File: src/rtl/uart_pkg.sv
// ---------------------------------------------------------------------------
// uart_pkg
// Shared types, constants and helpers for the UART receive path.
//   uart_rx_state_t : receiver FSM states
//   OVERSAMPLE      : oversample ticks per bit
//   MID_SAMPLE      : sample index on which the bit decision is taken
//   baud_div()      : clocks per oversample tick, rounded, minimum 1
//   majority3()     : 2-of-3 vote used for bit sampling
//   even_parity()   : parity bit that makes the ones count of a byte even
// ---------------------------------------------------------------------------
package uart_pkg;

  typedef enum logic [2:0] {
    IDLE   = 3'd0,
    START  = 3'd1,
    DATA   = 3'd2,
    PARITY = 3'd3,
    STOP   = 3'd4
  } uart_rx_state_t;

  localparam int OVERSAMPLE = 16;
  localparam int MID_SAMPLE = 9;

  // 4-bit views of the sample positions used by the receiver
  localparam logic [3:0] SMP_LAST = 4'(OVERSAMPLE - 1);
  localparam logic [3:0] SMP_MID  = 4'(MID_SAMPLE);

  function automatic int baud_div(input longint clk_freq, input longint baud);
    longint div_l;
    div_l = (clk_freq + baud * 64'sd8) / (baud * 64'sd16);
    if (div_l < 64'sd1) begin
      return 32'sd1;
    end else begin
      return int'(div_l);
    end
  endfunction

  function automatic logic majority3(input logic a, input logic b, input logic c);
    return (a & b) | (a & c) | (b & c);
  endfunction

  function automatic logic even_parity(input logic [7:0] d);
    return ^d;
  endfunction

endpackage

File: src/rtl/uart_baud_tick.sv
// ---------------------------------------------------------------------------
// uart_baud_tick
// Oversample prescaler: counts 0..DIV-1 and pulses tick on DIV-1.
// While hold is high the count is forced to 0 and no tick is produced, so the
// first tick after hold drops comes exactly DIV clocks later.
// Ports:
//   clk   in  system clock
//   rst_n in  asynchronous active-low reset
//   hold  in  synchronous hold/clear of the prescaler
//   tick  out one-clock oversample strobe
// ---------------------------------------------------------------------------
module uart_baud_tick #(
  parameter int DIV = 1
) (
  input  logic clk,
  input  logic rst_n,
  input  logic hold,
  output logic tick
);

  localparam int            CW       = (DIV > 1) ? $clog2(DIV) : 1;
  localparam logic [CW-1:0] CNT_LAST = CW'(DIV - 1);

  logic [CW-1:0] cnt_r;

  assign tick = ~hold & (cnt_r == CNT_LAST);

  // prescaler counter, restarts from 0 whenever held or on the last count
  always_ff @(posedge clk or negedge rst_n) begin
    if (!rst_n) begin
      cnt_r <= '0;
    end else if (hold) begin
      cnt_r <= '0;
    end else if (cnt_r == CNT_LAST) begin
      cnt_r <= '0;
    end else begin
      cnt_r <= cnt_r + CW'(1);
    end
  end

endmodule

File: src/rtl/uart_rx_core.sv
// ---------------------------------------------------------------------------
// uart_rx_core
// UART receiver, 16x oversampling with 2-of-3 majority vote on samples 7/8/9.
// Optional even parity bit after D7 when UART_RX_PARITY_EN is defined.
// Ports:
//   clk           in  system clock
//   rst_n         in  asynchronous active-low reset
//   in_signal     in  serial line (idle high, asynchronous)
//   in_RXNE_clear in  clears RXNE/ORE/FE/PE while high
//   out_word      out last accepted byte
//   out_RXNE      out receive buffer not empty
//   out_Rx_ORE    out overrun: frame completed while RXNE was set
//   out_FE        out framing error: stop bit sampled low
//   out_PE        out parity error (only with UART_RX_PARITY_EN)
// ---------------------------------------------------------------------------
module uart_rx_core
  import uart_pkg::*;
#(
  parameter int CLK_FREQ = 50_000_000,
  parameter int BAUD     = 115200
) (
  input  logic       clk,
  input  logic       rst_n,
  input  logic       in_signal,
  input  logic       in_RXNE_clear,
  output logic [7:0] out_word,
  output logic       out_RXNE,
  output logic       out_Rx_ORE,
  output logic       out_FE
`ifdef UART_RX_PARITY_EN
  ,
  output logic       out_PE
`endif
);

  localparam int         DIV    = baud_div(CLK_FREQ, BAUD);
  localparam logic [3:0] SMP_V7 = SMP_MID - 4'd2;
  localparam logic [3:0] SMP_V8 = SMP_MID - 4'd1;

  uart_rx_state_t state_r, state_nxt_s;

  logic       rx_meta_r;
  logic       rx_s;
  logic       armed_r;
  logic [3:0] smp_r;
  logic [3:0] smp_inc_s;
  logic [2:0] bit_idx_r;
  logic [7:0] shreg_r;
  logic       v7_r;
  logic       v8_r;
  logic       tick_s;
  logic       decide_s;
  logic       bit_end_s;
  logic       vote_s;
  logic       frame_end_s;
  logic       par_ok_s;
`ifdef UART_RX_PARITY_EN
  logic       par_r;
`endif

  uart_baud_tick #(
    .DIV (DIV)
  ) u_tick (
    .clk   (clk),
    .rst_n (rst_n),
    .hold  (state_r == IDLE),
    .tick  (tick_s)
  );

  // smp counts ticks within a bit; the tick that moves it to N is sample N
  assign smp_inc_s = smp_r + 4'd1;
  assign decide_s  = tick_s & (smp_inc_s == SMP_MID);
  assign bit_end_s = tick_s & (smp_r == SMP_LAST);
  assign vote_s    = majority3(v7_r, v8_r, rx_s);

`ifdef UART_RX_PARITY_EN
  assign par_ok_s = (even_parity(shreg_r) == par_r);
`else
  assign par_ok_s = 1'b1;
`endif

  // two-flop synchronizer, idles high so reset does not look like a start bit
  always_ff @(posedge clk or negedge rst_n) begin
    if (!rst_n) begin
      rx_meta_r <= 1'b1;
      rx_s      <= 1'b1;
    end else begin
      rx_meta_r <= in_signal;
      rx_s      <= rx_meta_r;
    end
  end

  // FSM state register
  always_ff @(posedge clk or negedge rst_n) begin
    if (!rst_n) begin
      state_r <= IDLE;
    end else begin
      state_r <= state_nxt_s;
    end
  end

  // FSM next-state logic and frame-end strobe
  always_comb begin
    state_nxt_s = state_r;
    frame_end_s = 1'b0;
    case (state_r)
      IDLE: begin
        if (armed_r && !rx_s) begin
          state_nxt_s = START;
        end else begin
          state_nxt_s = IDLE;
        end
      end
      START: begin
        if (decide_s && vote_s) begin
          state_nxt_s = IDLE;
        end else if (bit_end_s) begin
          state_nxt_s = DATA;
        end else begin
          state_nxt_s = START;
        end
      end
      DATA: begin
        if (bit_end_s && (bit_idx_r == 3'd7)) begin
`ifdef UART_RX_PARITY_EN
          state_nxt_s = PARITY;
`else
          state_nxt_s = STOP;
`endif
        end else begin
          state_nxt_s = DATA;
        end
      end
`ifdef UART_RX_PARITY_EN
      PARITY: begin
        if (bit_end_s) begin
          state_nxt_s = STOP;
        end else begin
          state_nxt_s = PARITY;
        end
      end
`endif
      STOP: begin
        // leave on the mid-bit decision so the next start edge is not missed
        if (decide_s) begin
          state_nxt_s = IDLE;
          frame_end_s = 1'b1;
        end else begin
          state_nxt_s = STOP;
        end
      end
      default: begin
        state_nxt_s = IDLE;
        frame_end_s = 1'b0;
      end
    endcase
  end

  // start arming: IDLE only accepts a start after the line has been seen high
  always_ff @(posedge clk or negedge rst_n) begin
    if (!rst_n) begin
      armed_r <= 1'b0;
    end else if (state_r != IDLE) begin
      armed_r <= 1'b0;
    end else if (rx_s) begin
      armed_r <= 1'b1;
    end else begin
      armed_r <= armed_r;
    end
  end

  // sample counter, bit index and majority-vote sample capture
  always_ff @(posedge clk or negedge rst_n) begin
    if (!rst_n) begin
      smp_r     <= 4'd0;
      bit_idx_r <= 3'd0;
      v7_r      <= 1'b1;
      v8_r      <= 1'b1;
    end else begin
      if (state_r == IDLE) begin
        smp_r <= 4'd0;
      end else if (tick_s) begin
        smp_r <= smp_inc_s;
      end else begin
        smp_r <= smp_r;
      end
      if (state_r != DATA) begin
        bit_idx_r <= 3'd0;
      end else if (bit_end_s) begin
        bit_idx_r <= bit_idx_r + 3'd1;
      end else begin
        bit_idx_r <= bit_idx_r;
      end
      if (tick_s && (smp_inc_s == SMP_V7)) begin
        v7_r <= rx_s;
      end else begin
        v7_r <= v7_r;
      end
      if (tick_s && (smp_inc_s == SMP_V8)) begin
        v8_r <= rx_s;
      end else begin
        v8_r <= v8_r;
      end
    end
  end

  // data shift register (LSB first) and received parity bit
  always_ff @(posedge clk or negedge rst_n) begin
    if (!rst_n) begin
      shreg_r <= 8'h00;
`ifdef UART_RX_PARITY_EN
      par_r   <= 1'b0;
`endif
    end else begin
      if ((state_r == DATA) && decide_s) begin
        shreg_r <= {vote_s, shreg_r[7:1]};
      end else begin
        shreg_r <= shreg_r;
      end
`ifdef UART_RX_PARITY_EN
      if ((state_r == PARITY) && decide_s) begin
        par_r <= vote_s;
      end else begin
        par_r <= par_r;
      end
`endif
    end
  end

  // status register: clear first, then a completing frame overrides the clear
  always_ff @(posedge clk or negedge rst_n) begin
    if (!rst_n) begin
      out_word   <= 8'h00;
      out_RXNE   <= 1'b0;
      out_Rx_ORE <= 1'b0;
      out_FE     <= 1'b0;
`ifdef UART_RX_PARITY_EN
      out_PE     <= 1'b0;
`endif
    end else begin
      if (in_RXNE_clear) begin
        out_RXNE   <= 1'b0;
        out_Rx_ORE <= 1'b0;
        out_FE     <= 1'b0;
`ifdef UART_RX_PARITY_EN
        out_PE     <= 1'b0;
`endif
      end
      if (frame_end_s) begin
        if (vote_s && par_ok_s) begin
          if (!out_RXNE || in_RXNE_clear) begin
            out_word <= shreg_r;
            out_RXNE <= 1'b1;
          end else begin
            out_Rx_ORE <= 1'b1;
          end
        end else begin
          if (!vote_s) begin
            out_FE <= 1'b1;
          end
`ifdef UART_RX_PARITY_EN
          if (!par_ok_s) begin
            out_PE <= 1'b1;
          end
`endif
        end
      end
    end
  end

endmodule

File: config.mk
export PLATFORM = sky130hd
export DESIGN_NAME = uart_rx_core
export DESIGN_NICKNAME = d
export VERILOG_FILES = /design/src/rtl/uart_pkg.sv /design/src/rtl/uart_baud_tick.sv /design/src/rtl/uart_rx_core.sv
export SDC_FILE = /design/constraint.sdc
export NUM_CORES = 1
export LEC_CHECK = 0
export BUFFER_PORTS_ARGS = -buffer_cell sky130_fd_sc_hd__buf_4
export CORE_AREA = 3 3 64 66
export CTS_BUF_LIST = sky130_fd_sc_hd__clkbuf_16
export DETAILED_ROUTE_END_ITERATION = 6
export DIE_AREA = 0 0 67 69
export PLACE_DENSITY_LB_ADDON = 0.2
export SYNTH_ARGS = -nofsm -noshare
export SYNTH_HDL_FRONTEND = slang
export SYNTH_SLANG_ARGS = --single-unit
File: constraint.sdc
create_clock -name clk -period 1.8 [get_ports clk]
set_input_delay 0.18 -clock clk [delete_from_list [all_inputs] [get_ports clk]]
set_output_delay 0.18 -clock clk [all_outputs]
set_load 0.01 [all_outputs]
==> After elaboration in Yosys (flattened, before gate mapping) <==
Index checks and enable logic that the tools add are counted.
{ "word_totals": {"output_inout_bits": 11, "input_bits": 4, "word_cells": 78, "register_bits": 39} }
{ "op_classes": {"reduce_logical": 15, "eq_ne": 10, "n_mux": 27, "add_sub_neg": 3, "n_bitwise": 9} }
{ "ops": {"columns": ["operator", "n"], "rows": [
  ["two-way mux 1 bit", 16],
  ["equality test 4 bit, second input constant", 3],
  ["two-way mux 3 bit", 4],
  ["one-hot mux 3 bit (4 select lines)", 1],
  ["two-way mux 5 bit", 2],
  ["two-way mux 4 bit", 2],
  ["bitwise AND 1 bit", 6],
  ["equality test 3 bit, second input constant", 2],
  ["logical AND 1 bit", 6],
  ["nonzero test 2 bit", 3],
  ["adder 5 x 1 -> 5 bit, second input constant", 1],
  ["equality test 5 bit, second input constant", 1],
  ["adder 4 x 1 -> 4 bit, second input constant", 1],
  ["equality test 4 x 3 -> 1 bit, second input constant", 1],
  ["two-way mux 2 bit", 2],
  ["adder 3 x 1 -> 3 bit, second input constant", 1],
  ["equality test 3 x 1 -> 1 bit, second input constant", 1],
  ["equality test 3 x 2 -> 1 bit, second input constant", 1],
  ["zero test 3 bit", 1],
  ["inequality test 3 x 2 -> 1 bit, second input constant", 1],
  ["AND reduction 3 bit", 1],
  ["nonzero test 3 bit", 1],
  ["zero test 1 bit", 2],
  ["bitwise OR 1 bit", 2],
  ["other kinds (2)", 2]
]} }

==> Longest topological paths before layout <==
Gate-level depths: netlist of the first run.
{ "depth": {"depth_word": 7, "mapped_depth": 7} }

==> By module <==
A second synthesis of the first run with hierarchy kept.
{ "unflattened": {"hier_cells": 150, "hier_area_um2": 1853.0} }
{ "by_module_without_submodules": {"columns": ["mod", "cells_per_inst", "area_each_um2", "n_inst"], "rows": [
  ["uart_rx_core", 127, 1577.8, 1],
  ["uart_baud_tick", 23, 275.3, 1]
]} }

==> Worst setup path before layout of the first run <==
Ideal clock, no wire load.
{ "synth_path": {"path_type": "register -> register", "from": "register u_tick.cnt_r[0]", "to": "register shreg_r[0]", "path_slack_ns": -0.030, "path_buffers": 1, "t_required_ns": 1.675, "path_stages_with_launch": 8, "setup_time_ns": 0.125, "t_arrival_ns": 1.705, "cell_sequence": "dfrtp_1 -> inv_1 -> ha_1 -> and4b_1 -> buf_2 -> nand4_4 -> a21oi_4 -> mux2_2"} }
{ "synth_via": {"elab_chain_len": 4} }
{ "synth_rtl": {"columns": ["item", "line", "source"], "rows": [
  ["from (decl)", "uart_baud_tick.sv:24", "logic [CW-1:0] cnt_r;"],
  ["from (signal assigned)", "uart_baud_tick.sv:37", "cnt_r <= cnt_r + CW'(1);"],
  ["equality test 5 bit", "uart_baud_tick.sv:26", "assign tick = ~hold & (cnt_r == CNT_LAST);"],
  ["bitwise AND 1 bit", "uart_baud_tick.sv:26", null],
  ["bitwise AND 1 bit", "uart_rx_core.sv:72", "assign decide_s = tick_s & (smp_inc_s == SMP_MID);"],
  ["logical AND 1 bit", "uart_rx_core.sv:215", "if ((state_r == DATA) && decide_s) begin"],
  ["to (signal assigned)", "uart_rx_core.sv:216", "shreg_r <= {vote_s, shreg_r[7:1]};"],
  ["to (signal assigned)", "uart_rx_core.sv:218", "shreg_r <= shreg_r;"],
  ["to (decl)", "uart_rx_core.sv:48", "logic [7:0] shreg_r;"]
]} }
Every way passes these cells.
A chain may end at the register's enable or synchronous reset.

==> Final worst setup path of the first run <==
Same ends and word-level chain as after synthesis.

==> results of run 1 <==
## synthesized netlist by cell type, types with 2 or more instances
library cell,number,area [um2]
dfrtp_1,35,875.8
mux2_2,17,191.4
nor2_1,13,48.80
nand2_1,9,33.78
ha_1,8,100.1
inv_1,6,22.52
nand3_1,6,30.03
a21oi_1,5,25.02
dfstp_2,4,105.1
nand4b_1,4,35.03
xor2_1,4,35.03
buf_2,3,15.01
xnor2_1,3,26.28
a21oi_4,2,32.53
mux2i_1,2,20.02
nor3_4,2,32.53
o21ai_0,2,10.01
## final timing paths
kind	start	endpoint	slack, ps
setup reg to reg	u_tick.cnt_r[0]	shreg_r[0]	-50
hold / removal	in_RXNE_clear	out_Rx_ORE	110
setup / recovery	u_tick.cnt_r[0]	shreg_r[0]	-50
hold reg to reg	rx_meta_r	rx_s	350
max in group asynchronous	rst_n	v8_r	1030
min in group asynchronous	rst_n	smp_r[3]	400
## stage by stage
step                hold slack (ps)  util, %  setup WS (ps)
finish                        113.1    68.87         -48.21
global placement              166.6    60.19         -149.3
CTS                          0.8885    67.39         -39.99
detailed placement            182.0    60.19         -205.4
floorplan                    -115.6        -          10.51
global route                  115.6    68.87         -126.6
## cells by family (layout without fill, tap and decap cells)
group	count (synthesis)	in the layout
fa+ha+maj	9	9
flops	39	39
simple gates	46	46
buf+inv	10	58
mux	20	20
xor+xnor	7	7
compound gates	19	19
## layer usage
metal  part of all wire (%)  vias to the layer above
met2                     52                       19
met1                     45                      651
met5                      0                        -
met3                    2.8                        2
met4                   0.40                        0
li1                       -                      619
## flip-flops by register name, summed over array words and instances (netlist names)
register      cells
out_word          8
v8_r              1
out_FE            1
shreg_r           8
bit_idx_r         3
smp_r             4
armed_r           1
rx_meta_r         1
u_tick.cnt_r      5
rx_s              1
state_r           3
v7_r              1
out_RXNE          1
out_Rx_ORE        1
## worst max-delay path: stages, from the launching register on
cell and delay, ps:
dfrtp_1 390, inv_2 70, ha_4 120, and4b_2 310
nand4_4 150, a21oi_4 210, buf_6 170, mux2_4 300
## power groups by stage
stage	Clock [mW]	Combinational (mW)	Sequential (mW)
6_report	0.831	0.311	0.980
3_5_place_dp	0	0.281	0.989
3_3_place_gp	0	0.264	0.986
4_1_cts	0.852	0.288	0.974
2_1_floorplan	0	0.129	0.998
5_1_grt	0.887	0.354	0.989
## cell type report
class / instances / area share (%)
clock buffer: 5 / 5.000
clock inverter: 3 / 0.6000
inverter: 6 / 0.9000
multi-input combinational: 101 / 38.05
sequential: 39 / 39.20
tap: 48 / 2.400
timing repair buffer: 44 / 13.85
## what timing repair did
action,in CTS,in global routing
setup endpoints to repair,21,23
endpoints found under the hold margin,35,1
gates resized for setup,19,9
buffers inserted,5,0
gates cloned,0,0
pin swaps,5,5
hold buffers,1,1
## cells in the final DEF (no fill, tap or decap), types with 2 or more instances in the layout
master and count:
nand2_1 9, mux2_2 3, a21oi_1 5, ha_1 6, a21oi_4 2, nand3_1 6
dfrtp_1 35, mux2i_1 2, clkinv_1 2, xor2_1 4, nor3_4 2, xnor2_1 3
o21ai_0 2, buf_6 3, nand4b_1 4, clkbuf_16 5, inv_1 5, mux2_4 15
buf_4 39, nor2_1 12, dlygate4sd3_1 2, dfstp_2 4
==> impl_metrics.tcl, run 1 <==
set metrics [dict create \
    holdPathStages 2 \
    grt_util_all_layers_pct 18.92 \
    firstDrtPassIters 4 \
    synth_top_family_by_area "simple AND/OR/NAND/NOR gates" \
    outcome "complete, but fails checks" \
    busiest_layer "met2" \
    route.detailed.drc 0 \
    p_per_area_nw_per_um2 848.4 \
    antenna_found_initial 0 \
    yosysUniqueCellTypes 42 \
    grt_util_met3_pct 4.886 \
    end_kind "flip-flop" \
    rows 22 \
    drv_slew 0 \
    hpwl_um 2536 \
    fin_cells 246 \
    start_util_pct 51.34 \
    core_area_um2 3633 \
    area_delta_synth_final_pct 34.14 \
    grt_max_degree 40 \
    synthXorXnorAreaFrac_pct 3.286 \
    p_sw_share_pct 25.09 \
    cap_violations 0 \
    grt_pass1_wl_um 6555 \
    max-clock-path-buffers 2 \
    synthesis.nets 162 \
    avgSynthCellArea_um2 12.44 \
    gp_congestion 0.7593 \
    vias 1291 \
    maxSlewHeadroom_pct 67.83 \
    multi_input_area_um2 952.2 \
    r2r_cells 7 \
    vias_per_cell 5.248 \
    setup_viol 12 \
    tightest_slew_ps 482.5 \
    grt_pass1_vias 1304 \
    synth.yosys.seq_area_share_pct 52.58 \
    p_comb_share_pct 14.7 \
    violations "setup timing" \
    cts_tree "yes" \
    muxShareOfSynthArea_pct 11.94 \
    grt_overflow 0 \
    io_buffers 14 \
    grt_setup_unrepaired "yes" \
    wl_per_cell_um 16.12 \
    intPower_mw 1.590 \
    critical_path_class "reg2reg" \
    power.total_mw 2.123 \
    min_path_type "in2reg" \
    hold_viol_final 0 \
    skew_ps 4.612 \
    fin_crit_ps 1848 \
    synth_area_um2 1866 \
    clock_latency_ps 280 \
    synthSimpleGateAreaFrac_pct 15.09 \
    fmax_ghz 0.5411 \
    p_clk_share_pct 39.2 \
    critPathRequiredTime_ps 1960 \
    finalCritPeriodShare_pct 102.7 \
    cts.clk_slew.worst_paths_ps 60 \
    synthAdderAreaFrac_pct 5.902 \
    ios 15 \
    synth_edf_count 0 \
    synthArstFlopShare_pct 100.0 \
    cts-root-buf "clkbuf_16" \
    finalInstanceArea_um2 2502 \
    leakage_nw 1.122 \
    dieArea_um2 4623 \
    finalWorstSetupSlack_ps -48.21 \
    clock-sinks 39 \
    ir_drop_mv 0.6417 \
    cp.arrival_ps 2010 \
    setup_tns_ps -331.6 \
    dp_cells 231 \
    nNetsFinal 209 \
    met2_usage_pct 29.04 \
    totalWireLength_um 3966 \
    antenna_left 0 \
    path_max_fanout 6 \
    placed_area_um2 2187 \
    regArea_um2 980.9 \
    netSwitchingPower_mw 0.5328 \
    fp.dieH_um 69 \
    synthFlopType "dfrtp_1" \
    n_antenna_cell 0 \
    h-tree-depth 2 \
    nFillCells 267 \
    numCtsBuffers 5 \
    met1_usage_pct 26.12 \
    start_kind "flip-flop" \
    die_w_um 67 \
    synthCells 150 \
    drt_iter0_drc 78 \
    synth-compound-area-share_pct 8.987 \
    ys_ff_latch 39 \
    p_seq_share_pct 46.2 \
    yosysWarningCount 0 \
    drive_gt1_share_pct 43.43 \
]
No activity file was read; power rests on OpenSTA's default activity.
==> run 2: changes to the inputs <==
--- a/config.mk
+++ b/config.mk
@@ -6,10 +6,10 @@
 export NUM_CORES = 1
 export LEC_CHECK = 0
 export BUFFER_PORTS_ARGS = -buffer_cell sky130_fd_sc_hd__buf_4
-export CORE_AREA = 3 3 64 66
+export CORE_AREA = 3 3 61 63
 export CTS_BUF_LIST = sky130_fd_sc_hd__clkbuf_16
 export DETAILED_ROUTE_END_ITERATION = 6
-export DIE_AREA = 0 0 67 69
+export DIE_AREA = 0 0 64 66
 export PLACE_DENSITY_LB_ADDON = 0.2
 export SYNTH_ARGS = -nofsm -noshare
 export SYNTH_HDL_FRONTEND = slang
==> constraint.sdc (replaced) <==
create_clock -name clk -period 2.05 [get_ports clk]
set_input_delay 0.205 -clock clk [delete_from_list [all_inputs] [get_ports clk]]
set_output_delay 0.205 -clock clk [all_outputs]
set_load 0.01 [all_outputs]
==> run 2 against run 1 <==
Setup slack better by 130 ps. Utilization is 1.4 points lower. Hold slack worse by 82 ps. Via count is 6.7% lower. Highest routed layer unchanged. Routed wire length is 17% lower. First-iteration DRC count is 53% lower. Sequential power is 11% lower. Maximum frequency is 6.2% lower. Sequential share of layout area is 5.0 points higher. The run now ends clean. Design area is 11% lower.
==> impl_metrics.tcl, run 2 (same netlist as run 1, synthesis figures left out) <==
set metrics [dict create \
    outcome "finished, final reports clean" \
    reg_top3 "out_word x8, shreg_r x8, u_tick.cnt_r x5" \
    crit_chain "inv_1 > ha_1 > and4b_2 > nand4_4 > a21oi_4 > mux2_2" \
    finalWorstSetupSlack_ps 78.69 \
    crit_end "out_word[4]" \
    holdPathStages 1 \
    intPower_mw 1.351 \
    final_cell_mix "dfrtp_1 (35), buf_4 (21), mux2_2 (17)" \
    hold_ws_ps 31.15 \
    clock-sinks 39 \
    vias_per_cell 5.428 \
    critPathBufInv 1 \
    startpoint "u_tick.cnt_r[0]" \
    post-route-util_pct 67.50 \
    p_per_area_nw_per_um2 808.6 \
    r2r-end "out_word[4]" \
    numCtsBuffers 5 \
    hpwl_um 2304 \
    p_comb_share_pct 10.5 \
    min_path_type "in2reg" \
    fin_cells 222 \
    timing.rr.start "u_tick.cnt_r[0]" \
    h-tree-depth 2 \
    mostFrequentLayoutCell "dfrtp_1" \
    end_kind "flip-flop" \
    drv_slew 0 \
    critical_path_class "reg2reg" \
    fmax_ghz 0.5073 \
    nFillCells 242 \
    rows 21 \
    grt_overflow 0 \
    rrSetupSlack_ps 80 \
    start_kind "flip-flop" \
    critPathSlowestCell "dfrtp_1" \
    power.total_mw 1.793 \
    skew_ps 2.887 \
    critPathRequiredTime_ps 2210 \
    drt_iter0_drc 37 \
    maxSlewHeadroom_pct 68.04 \
    dieArea_um2 4224 \
    route.detailed.drc 0 \
    path_max_fanout 8 \
    postCtsSetupBuffers 0 \
    cts_tree "yes" \
    hold_viol_final 0 \
    max-clock-path-buffers 2 \
    dp_cells 213 \
    regArea_um2 980.9 \
    core_area_um2 3284 \
    cp_num_cells 6 \
    grt_util_all_layers_pct 18.10 \
    vias 1205 \
    netSwitchingPower_mw 0.4421 \
    fp.dieH_um 66 \
    cp.arrival_ps 2130 \
    p_seq_share_pct 48.5 \
    place_ws_ps 23.59 \
    drive_gt1_share_pct 34.09 \
    start_util_pct 56.80 \
    p_sw_share_pct 24.66 \
    finalCritPeriodShare_pct 96.16 \
    grt_max_degree 40 \
    fin_crit_ps 1971 \
    critPathMaxStageDelay_ps 380 \
    cts-root-buf "clkbuf_16" \
    cp_top_family "simple AND/OR/NAND/NOR gates" \
    gp_congestion 0.8230 \
    ios 15 \
    die_w_um 64 \
    setup_tns_ps 0 \
    antenna_found_initial 0 \
    firstDrtPassIters 4 \
    clock_latency_ps 280 \
    n_antenna_cell 0 \
    grt_setup_unrepaired "yes" \
    p_clk_share_pct 41.0 \
    io_buffers 14 \
    r2r_cells 6 \
    cts.clk_slew.worst_paths_ps 50 \
    ir_drop_mv 0.7059 \
    antenna_left 0 \
    setup_viol 0 \
    multi_input_area_um2 847.1 \
    area_delta_synth_final_pct 18.85 \
    leakage_nw 1.004 \
    grt_pass1_wl_um 5623 \
    placed_area_um2 2062 \
    totalWireLength_um 3278 \
    finalInstanceArea_um2 2217 \
    nNetsFinal 187 \
    grt_pass1_vias 1221 \
    tightest_slew_ps 479.4 \
    cap_violations 0 \
    wl_per_cell_um 14.77 \
]
==> run 2: changes by cell type in the layout (fill, tap and decap cells not counted), sizes merged <==
| cell | before | now |
|---|---|---|
| buf | 42 | 21 |
| clkinv | 2 | 1 |
| dlygate4sd3 | 2 | 1 |
| inv | 6 | 7 |
==> run 2: timing repair <==
action                                 in CTS  in global routing
resized for setup                           1                  1
pin swaps                                   0                  2
hold buffers                                1                  0
setup endpoints to repair                   3                 16
gates cloned                                0                  0
endpoints found under the hold margin      35                  0
==> run 2: final cells by class <==
class / instances / share of cell area, %
clock buffers: 5 / 5.643
clock inverters: 3 / 0.7336
inverters: 6 / 1.016
multi-input cells: 101 / 38.21
flip-flops and latches: 39 / 44.24
well taps: 46 / 2.596
repair buffers: 22 / 7.562
==> run 2: worst min path at each step <==
stage,from,endpoint,slack (ps)
after detailed placement,rst_n,smp_r[3],200
after CTS,in_signal,rx_meta_r,30
after global routing,in_signal,rx_meta_r,30
final,in_signal,rx_meta_r,30
after global placement,rst_n,smp_r[3],190
after floorplan,rst_n,armed_r,-90
==> run 2: worst reg2reg max path, stage by stage, from the launching register on <==
cell and delay, ps:
dfrtp_1 380, inv_1 60, ha_1 160, and4b_2 360, nand4_4 170, a21oi_4 340, mux2_2 390
==> run 2: power by group through the flow <==
| stage | combinational [mW] | clock [mW] | sequential [mW] |
|---|---|---|---|
| after floorplan | 0.113 | 0 | 0.876 |
| after global placement | 0.179 | 0 | 0.880 |
| after detailed placement | 0.186 | 0 | 0.883 |
| after CTS | 0.190 | 0.742 | 0.870 |
| after global routing | 0.221 | 0.784 | 0.879 |
| final | 0.189 | 0.734 | 0.869 |
==> run 2: layer usage <==
metal	global-route usage [%]	up-vias	routed length, um
met5	0	-	0
met4	7.278	0	54
met3	5.612	7	90
met2	30.84	11	1708
met1	21.24	611	1424
li1	-	576	-
==> run 3: changes to the inputs <==
--- a/config.mk
+++ b/config.mk
@@ -13,4 +13,5 @@
 export PLACE_DENSITY_LB_ADDON = 0.2
 export SYNTH_ARGS = -nofsm -noshare
 export SYNTH_HDL_FRONTEND = slang
+export SYNTH_HIERARCHICAL = 1
 export SYNTH_SLANG_ARGS = --single-unit
==> run 3 against run 2 <==
Routed wire length grew 5.4%. Highest routed layer unchanged. Largest cell class unchanged. Largest power group unchanged. The flow now finishes with violations (setup timing). Cell count increased by 5.4%. Register-to-register slack worse by 110 ps.
==> impl_metrics.tcl, run 3 <==
set metrics [dict create \
    r2r_cells 9 \
    antenna_left 0 \
    end_kind "flip-flop" \
    skew_ps 6.626 \
    ios 15 \
    synth.top_cells.by_area "dfrtp_1 (47%), mux2_2 (11%), dfstp_2 (5.7%)" \
    yosysUniqueCellTypes 43 \
    cts_tree "yes" \
    fmax_ghz 0.4811 \
    fin_crit_ps 2079 \
    reg_top3 "out_word x8, shreg_r x8, u_tick/cnt_r x5" \
    yosysMostFrequentCell "dfrtp_1" \
    placed_area_um2 2110 \
    io_buffers 14 \
    maxSlewHeadroom_pct 68.18 \
    setup_viol 10 \
    core_area_um2 3284 \
    die_w_um 64 \
    mostFrequentLayoutCell "dfrtp_1" \
    grt_pass1_wl_um 5934 \
    h-tree-depth 2 \
    violations "setup timing" \
    startpoint "u_tick/cnt_r[0]" \
    synthCells 150 \
    clock-sinks 39 \
    grt_overflow 0 \
    dp_cells 219 \
    critical_path_class "reg2reg" \
    n_antenna_cell 0 \
    yosysWarningCount 6 \
    grt_max_degree 40 \
    drive_gt1_share_pct 39.89 \
    yosys-top-cells-count "dfrtp_1 (35), mux2_2 (18), nand2_1 (10)" \
    start_kind "flip-flop" \
    drt_iter0_drc 83 \
    vias 1275 \
    finalWorstSetupSlack_ps -28.56 \
    cts-root-buf "clkbuf_16" \
    synthArstFlopShare_pct 100.0 \
    crit_end "out_word[4]" \
    wl_per_cell_um 14.76 \
    p_per_area_nw_per_um2 784.9 \
    fp.dieH_um 66 \
    rows 21 \
    timing.rr.start "u_tick/cnt_r[0]" \
    synth_area_um2 1853 \
    yosys.area.top_type_share_pct 47.27 \
    synthFlopType "dfrtp_1" \
    hpwl_um 2354 \
    numCtsBuffers 5 \
    grt_pass1_vias 1264 \
    hold_viol_final 0 \
    regArea_um2 980.9 \
    min_path_type "in2reg" \
    synth_edf_count 0 \
    clock_latency_ps 280 \
    grt_setup_unrepaired "yes" \
    synth_largest_area_cell "dfrtp_1" \
    dieArea_um2 4224 \
    setup_tns_ps -177.1 \
    ys_ff_latch 39 \
    r2r-end "out_word[4]" \
    leakage_nw 1.077 \
    grt_util_all_layers_pct 18.29 \
    firstDrtPassIters 4 \
    antenna_found_initial 0 \
    final_cell_mix "dfrtp_1 (35), buf_4 (31), nand2_1 (10), mux2_2 (10)" \
    synthesis.nets 162 \
    tightest_slew_ps 477.2 \
    rrSetupSlack_ps -30 \
    start_util_pct 56.42 \
    cap_violations 0 \
    finalInstanceArea_um2 2347 \
    nFillCells 238 \
    ir_drop_mv 0.7391 \
    nNetsFinal 199 \
    synth.yosys.seq_area_share_pct 52.94 \
    outcome "complete, but fails checks" \
    finalCritPeriodShare_pct 101.4 \
    hold_ws_ps 39.89 \
    route.detailed.drc 0 \
    totalWireLength_um 3455 \
    multi_input_area_um2 863.3 \
    avgSynthCellArea_um2 12.35 \
    cts.clk_slew.worst_paths_ps 50 \
    drv_slew 0 \
    fin_cells 234 \
    post-route-util_pct 71.47 \
    area_delta_synth_final_pct 26.67 \
    cp.arrival_ps 2240 \
    vias_per_cell 5.449 \
    critPathRequiredTime_ps 2210 \
    max-clock-path-buffers 2 \
    gp_congestion 0.7884 \
    path_max_fanout 5 \
]
run 3: cell types whose count changed in the layout (fill, tap and decap cells not counted), moves of 4 or more:
cell      change
buf_4        +10
mux2_2        -7
mux2_4        +8
nand3_1       -4
nand4_1       +4
nand4b_1      -4
nor2_1        -4
run 3: how the worst min path moves through the flow:
| stage | from | endpoint | slack (ps) | cells past startpoint |
|---|---|---|---|---|
| 2_1_floorplan | rst_n | armed_r | -90 | 0 |
| 3_3_place_gp | rst_n | smp_r[3] | 190 | 1 |
| 3_5_place_dp | rst_n | smp_r[2] | 200 | 1 |
| 4_1_cts | in_signal | rx_meta_r | 40 | 1 |
| 5_1_grt | in_signal | rx_meta_r | 40 | 1 |
| 6_report | in_signal | rx_meta_r | 40 | 1 |
run 3: cells by family (layout without fill, tap and decap cells):
family | Yosys count | count (layout) | share of synthesized area [%]
mux | 19 | 19 | 11.48
compound gates | 25 | 25 | 10.13
simple gates | 43 | 43 | 13.98
flops | 39 | 39 | 52.94
xor+xnor | 5 | 5 | 2.364
fa+ha+maj | 9 | 9 | 5.942
buf+inv | 10 | 48 | 3.173
run 3: per-stage QoR:
stage	worst slack, ps	power [mW]
floorplan	-152.0	1.002
global placement	-57.29	1.107
detailed placement	-164.0	1.123
CTS	-21.97	1.859
global route	-165.4	1.926
finish	-28.56	1.842
run 3: repair_timing:
action	4_1_cts	5_1_grt
hold buffers	1	0
cloned	0	0
hold endpoints to repair	35	0
setup buffers	5	1
endpoints found under the setup margin	16	19
gates resized for setup	5	7
pin swaps	3	1
run 3: layout make-up:
type | instances | area share (%)
clock buffers | 5 | 5.330
multi-input cells | 101 | 36.78
inverters | 5 | 0.7996
clock inverters | 3 | 0.6930
flip-flops and latches | 39 | 41.79
well taps | 46 | 2.452
repair buffers | 35 | 12.15
run 3: per-layer routing:
| metal | up-vias | global-route usage (%) | part of all wire (%) |
|---|---|---|---|
| met1 | 640 | 24.47 | 46 |
| met3 | 2 | 4.592 | 2.9 |
| li1 | 612 | - | - |
| met2 | 21 | 30.06 | 51 |
| met5 | - | 0 | 0 |
| met4 | 0 | 4.043 | 0.55 |
run 3: worst max-delay path: stages (launching register included):
cell,delay (ps)
dfrtp_1,380
inv_1,60
ha_1,130
and4b_1,220
nor2b_4,190
nand4_1,120
o21bai_4,230
a21oi_4,170
buf_6,150
mux2_2,320
run 3: report_power, final:
group / leakage [nW] / internal (mW) / switching [mW]
sequential: 0.522 / 0.818 / 0.0347
clock: 0.0710 / 0.443 / 0.283
combinational: 0.484 / 0.129 / 0.134
